**config.mk**
```make
export PLATFORM = sky130hd
export DESIGN_NAME = w_fetch_agu
export DESIGN_NICKNAME = d
export VERILOG_FILES = /design/src/rtl/w_fetch_agu.sv
export SDC_FILE = /design/constraint.sdc
export NUM_CORES = 1
export LEC_CHECK = 0
export CAP_MARGIN = 20
export CORE_MARGIN = 2
export CORE_UTILIZATION = 46
export DETAILED_ROUTE_END_ITERATION = 6
export PLACE_DENSITY = 0.95
export SYNTH_ARGS = -nofsm -noshare
export SYNTH_HDL_FRONTEND = slang
export SYNTH_SLANG_ARGS = --single-unit
export TNS_END_PERCENT = 5
```
**constraint.sdc**
```tcl
create_clock -name clk -period 5.2 [get_ports clk]
set_input_delay 1.3 -clock clk [delete_from_list [all_inputs] [get_ports clk]]
set_output_delay 1.3 -clock clk [all_outputs]
set_load 0.03 [all_outputs]
```
**src/rtl/w_fetch_agu.sv**
```systemverilog
// rtl/w_fetch_agu.sv - weight-fetch address generator and load sequencer
module w_fetch_agu #(
  parameter int ROWS   = 16,
  parameter int ROW_W  = 128,
  parameter int ADDR_W = 12,
  parameter int STRIDE = 1,
  parameter int RD_LAT = 1,
  localparam int ROW_IW = $clog2(ROWS)
) (
  input  logic              clk,
  input  logic              rst,
  input  logic              clr_w,
  input  logic              w_read,
  input  logic              base_load,
  input  logic [ADDR_W-1:0] base_addr,
  output logic              mem_en,
  output logic [ADDR_W-1:0] mem_addr,
  input  logic [ROW_W-1:0]  mem_rdata,
  output logic              w_valid,
  output logic [ROW_W-1:0]  w_data,
  output logic [ROW_IW-1:0] w_row,
  output logic              w_done
);

  localparam int CNT_W = $clog2(ROWS + 1);

  typedef enum logic [1:0] {
    S_IDLE  = 2'd0,
    S_ISSUE = 2'd1,
    S_DRAIN = 2'd2,
    S_DONE  = 2'd3
  } state_t;

  state_t            state_q, state_d;
  logic [ADDR_W-1:0] tile_base_q, tile_base_d;
  logic [CNT_W-1:0]  issue_cnt_q, issue_cnt_d;
  logic [CNT_W-1:0]  rcv_cnt_q, rcv_cnt_d;
  logic [RD_LAT-1:0] vld_pipe_q, vld_pipe_d;
  logic              w_done_q, w_done_d;
  logic [ROW_W-1:0]  w_data_q;
  logic [ROW_IW-1:0] w_row_q;
  logic              issue_left;
  logic              rtn_tail;

  // Issue and return are combinational so a row moves every cycle w_read is high.
  always_comb begin
    issue_left = (issue_cnt_q < CNT_W'(ROWS));
    mem_en     = w_read & ~clr_w & (state_q == S_ISSUE) & issue_left;
    mem_addr   = tile_base_q + ADDR_W'(32'(issue_cnt_q) * STRIDE);
    rtn_tail   = vld_pipe_q[RD_LAT-1];
    w_valid    = rtn_tail & ~clr_w;
    w_data     = w_valid ? mem_rdata : w_data_q;
    w_row      = w_valid ? ROW_IW'(rcv_cnt_q) : w_row_q;
    w_done     = w_done_q;
  end

  always_comb begin
    state_d     = state_q;
    tile_base_d = tile_base_q;
    issue_cnt_d = issue_cnt_q + CNT_W'(mem_en);
    rcv_cnt_d   = rcv_cnt_q + CNT_W'(w_valid);
    vld_pipe_d  = RD_LAT'({vld_pipe_q, mem_en});
    w_done_d    = w_done_q;

    case (state_q)
      S_ISSUE, S_DRAIN: begin
        if (rcv_cnt_d == CNT_W'(ROWS)) begin
          state_d  = S_DONE;
          w_done_d = 1'b1;
        end else if (issue_cnt_d == CNT_W'(ROWS)) begin
          state_d = S_DRAIN;
        end
      end
      default: ;
    endcase

    // A new tile discards everything still in flight from the old one.
    if (clr_w) begin
      state_d     = S_ISSUE;
      issue_cnt_d = '0;
      rcv_cnt_d   = '0;
      vld_pipe_d  = '0;
      w_done_d    = 1'b0;
      tile_base_d = base_load ? base_addr : tile_base_q + ADDR_W'(ROWS * STRIDE);
    end
  end

  always_ff @(posedge clk) begin
    if (rst) begin
      state_q     <= S_IDLE;
      tile_base_q <= '0;
      issue_cnt_q <= '0;
      rcv_cnt_q   <= '0;
      vld_pipe_q  <= '0;
      w_done_q    <= 1'b0;
      w_data_q    <= '0;
      w_row_q     <= '0;
    end else begin
      state_q     <= state_d;
      tile_base_q <= tile_base_d;
      issue_cnt_q <= issue_cnt_d;
      rcv_cnt_q   <= rcv_cnt_d;
      vld_pipe_q  <= vld_pipe_d;
      w_done_q    <= w_done_d;
      w_data_q    <= w_data;
      w_row_q     <= w_row;
    end
  end

endmodule

```
==> parameters.txt <==
Parameter                              Value

Place
  # port buffers    291
  Last weighted congestion value of the routability-driven placer    0.871
  Half-perimeter wire length of the detailed placement result    13400 um

Pwr
  Net switching power    604 uW
  Peak VDD IR    189 uV
  Clock network power share    43.7%
  Reg power frac    45.6%
  Lkg Pwr    0.00494 uW
  Cell-internal power    2110 uW
  Pwr Density    271 nW/um^2
  Share of total power consumed by net switching    22.2%
  Combinational Power Share    10.7%

Floorplan
  Chip Width    127 um
  Height of the chip    127 um
  Core Box Area    14600 um^2
  I/O pin total    292
  Number of rows created at floorplan    44
  Die outline area    16000 um^2
  Starting density of the core    47.3%

Route
  Post-Route WL    18900 um
  Detailed-route DRC error count    0
  Count of routing violations after the opening detailed-route iteration    368
  First drt pass iteration count    4
  Routed wire per std cell    13.9 um
  Residual antenna-violating net count after detailed routing    0
  Ratio of routed vias to standard cells    4.88
  Via count    6649

Clock tree
  Clock transition at the register clock pins on the worst setup and hold paths after CTS    60 ps
  Number of clock sinks    158
  CTS root buffer    sky130_fd_sc_hd__clkbuf_16
  Hold-fix buffers, CTS    0
  Number of levels the H-tree was split into    4
  Maximum clock path buffer count    2
  Skew-Pair Late Insertion Delay    410 ps
  Number of buffers inserted to repair setup after CTS    0
  CTS tree    yes
  Number of buffers added by the clock tree synthesis step    17
  Number of gates resized after CTS    0

Worst hold path
  Min-Delay Path Class    reg2reg
  Worst hold path cell count    2

Worst setup path
  CP startpoint    clr_w
  Worst setup path end    w_data[100]
  Critical Path AT    3140 ps
  Crit path buf inv count    4
  List of cells traversed by the critical path    clkdlybuf4s50_1, nand2b_4, inv_6, buf_4, nand2_1, nand2_1, buf_4
  Family with the most delay on the worst path    buffers and inverters
  Worst path max stage delay    500 ps
  Critical path required time    3900 ps
  Largest fanout on the critical path    73
  Slack of the worst reg-to-reg path    2650 ps
  Depth of the worst register-to-register path    9
  Worst r2r dst    state_q[0]
  Worst setup EP type    output port
  Type of the worst setup path    in2out
  Launching point of the worst reg2reg path    state_q[0]
  Startpoint kind of the worst setup timing path    input pin
  Levels on crit path    7
  Critical-path top delay cell    sky130_fd_sc_hd__clkdlybuf4s50_1

Yosys
  Synth Area per Inst    7.64 um^2
  Synthesis warning total    0
  Share of flip-flops with an asynchronous set or reset after synthesis    0%
  Cell area after synthesis    6900 um^2
  Number of standard cells after synthesis    904
  Netlist cell types    45
  Number of synthesized flops with an enable pin    0
  Number of register bits inferred by synthesis    158
  Sequential fraction of the synthesis area    45.8%
  Top FF cell, synth    sky130_fd_sc_hd__dfxtp_1
  Syn_nets    1061

Run
  Number of maximum-capacitance violations    0

GRT
  Largest net degree at the start of global routing    133
  Wire length of the first global-routing pass    30200 um
  Vias in the first global route    6290
  Antenna violations before repair    0
  GR peak layer    met2
  Total routing usage reported by global routing    23.1%
  Met1 Use GR    26.9%
  Met2 Resource Use GR    41.3%
  Total congestion overflow    0
  Grt met3 use    5.19%

STA
  Worst-case headroom to the max-slew limit    36.3%
  Period utilisation layout    85.4%
  Unrepaired setup endpoints after global routing    false
  Max Transition Viols Final    0
  Setup_tns    0 ps
  Transition time at the pin with the least slew margin    956 ps
  Shortest clock period the worst path allows after layout    4440 ps
  Achievable Freq    225 MHz
  Setup Viol. Count Final    0
  Number of failing hold endpoints at the final stage    0
  Worst clock skew    4.26 ps

Cells and area
  Final design utilization    68.8%
  Antenna cell count    0
  Net total in the final layout    1324
  Area growth from synthesis to layout    45.3%
  Fraction of layout cells with a size suffix above 1    14.6%

Status
  Status    finished clean
[power by group through the flow]
| stage | registers [uW] | clock network (uW) | logic [uW] |
|---|---|---|---|
| floorplan | 1260 | 0 | 129 |
| detailed placement | 1260 | 0 | 290 |
| global route | 1240 | 1270 | 310 |
| CTS | 1240 | 1210 | 292 |
| finish | 1240 | 1190 | 290 |
| global placement | 1260 | 0 | 286 |
[metrics by stage]
stage	hold WS [ps]	total power, uW	area (um^2)	std cells	worst slack, ps
after floorplan	441	1390	6900	904	1040
after global placement	448	1550	9480	1332	817
after detailed placement	452	1550	9480	1332	760
after CTS	461	2740	10000	1362	752
after global routing	486	2810	10000	1362	599
final	460	2710	10000	1362	761
[flip-flops by register name, indices dropped and copies added, names as in the netlist]
register and cells:
w_data_q 128, tile_base_q 12, w_done 1, state_q 2
issue_cnt_q 5, rcv_cnt_q 5, w_row_q 4, rtn_tail 1
[area by class of cell]
class	instances	area, um^2
fill	1141	4560
multi-input combinational	683	3400
sequential	158	3160
timing repair buffer	299	2650
clock buffer	24	472
tap	184	230
clock inverter	6	86.3
inverter	8	35.0
[cells in the mapped netlist (2+ instances only)]
master | count | share of area [%]
sky130_fd_sc_hd__a211o_1 | 2 | 0.25
sky130_fd_sc_hd__nand4_1 | 4 | 0.36
sky130_fd_sc_hd__nand2b_1 | 2 | 0.18
sky130_fd_sc_hd__clkbuf_1 | 22 | 1.2
sky130_fd_sc_hd__inv_1 | 7 | 0.38
sky130_fd_sc_hd__xnor2_1 | 9 | 1.1
sky130_fd_sc_hd__nor3_1 | 3 | 0.22
sky130_fd_sc_hd__and2_1 | 6 | 0.54
sky130_fd_sc_hd__ha_1 | 11 | 2.0
sky130_fd_sc_hd__and2b_1 | 50 | 5.4
sky130_fd_sc_hd__a21o_1 | 4 | 0.43
sky130_fd_sc_hd__o21ai_0 | 10 | 0.72
sky130_fd_sc_hd__nor2_1 | 23 | 1.3
sky130_fd_sc_hd__nand2_1 | 411 | 22
sky130_fd_sc_hd__buf_6 | 10 | 1.6
sky130_fd_sc_hd__nand3_1 | 11 | 0.80
sky130_fd_sc_hd__a22oi_1 | 3 | 0.33
sky130_fd_sc_hd__a21bo_2 | 2 | 0.29
sky130_fd_sc_hd__nor4_1 | 2 | 0.18
sky130_fd_sc_hd__dfxtp_1 | 158 | 46
sky130_fd_sc_hd__nand4b_1 | 2 | 0.25
sky130_fd_sc_hd__a211oi_1 | 9 | 0.98
sky130_fd_sc_hd__buf_2 | 22 | 1.6
sky130_fd_sc_hd__a31oi_1 | 3 | 0.27
sky130_fd_sc_hd__nor2b_1 | 83 | 7.5
sky130_fd_sc_hd__a21oi_1 | 11 | 0.80
sky130_fd_sc_hd__o31ai_1 | 2 | 0.22
sky130_fd_sc_hd__xor2_1 | 5 | 0.63
[per-layer routing]
layer	share of wire (%)	wire length, um
met1	41	7700
met4	2.5	465
met5	0	0
met3	6.1	1160
met2	51	9560
[cells in the final DEF, fill, tap and decap left out, types with 5 or more instances in the layout]
cell / instances
sky130_fd_sc_hd__ha_1: 11
sky130_fd_sc_hd__xor2_1: 5
sky130_fd_sc_hd__xnor2_1: 9
sky130_fd_sc_hd__and2b_1: 50
sky130_fd_sc_hd__dfxtp_1: 158
sky130_fd_sc_hd__a211oi_1: 9
sky130_fd_sc_hd__a21oi_1: 11
sky130_fd_sc_hd__buf_4: 141
sky130_fd_sc_hd__inv_1: 7
sky130_fd_sc_hd__and2_1: 6
sky130_fd_sc_hd__o21ai_0: 10
sky130_fd_sc_hd__nand2_1: 411
sky130_fd_sc_hd__nand3_1: 11
sky130_fd_sc_hd__clkbuf_1: 5
sky130_fd_sc_hd__nor2b_1: 83
sky130_fd_sc_hd__clkbuf_16: 17
sky130_fd_sc_hd__clkdlybuf4s50_1: 157
sky130_fd_sc_hd__nor2_1: 23
[worst register-to-register path, delay by kind of cell (launching register included)]
kind	cells	cell delay (ps)
adder cells (fa/ha/maj)	3	560
flip-flops	1	350
AND/OR/NAND/NOR	3	1060
AO/OA/AOI/OAI	2	240
buffers and inverters	1	180
[worst min path at each step]
stage / start / to / slack (ps)
floorplan: tile_base_q[0] / tile_base_q[0] / 440
global placement: tile_base_q[3] / tile_base_q[3] / 450
detailed placement: tile_base_q[2] / tile_base_q[2] / 450
CTS: tile_base_q[2] / tile_base_q[2] / 460
global route: tile_base_q[3] / tile_base_q[3] / 490
finish: tile_base_q[0] / tile_base_q[0] / 460
[kinds of logic (layout without fill, tap and decap cells)]
| group | Yosys count | in the layout | synth area share [%] |
|---|---|---|---|
| muxes | 1 | 1 | 0.145 |
| DFF | 158 | 158 | 45.8 |
| xor gates and xnor gates | 14 | 14 | 1.78 |
| and+or+nand+nor | 605 | 605 | 40.1 |
| AOI/OAI and AO/OA | 51 | 51 | 4.91 |
| buffers and inverters | 63 | 337 | 4.98 |
| adders and majority gates | 12 | 12 | 2.28 |
No activity file was read; power rests on OpenSTA's default activity.
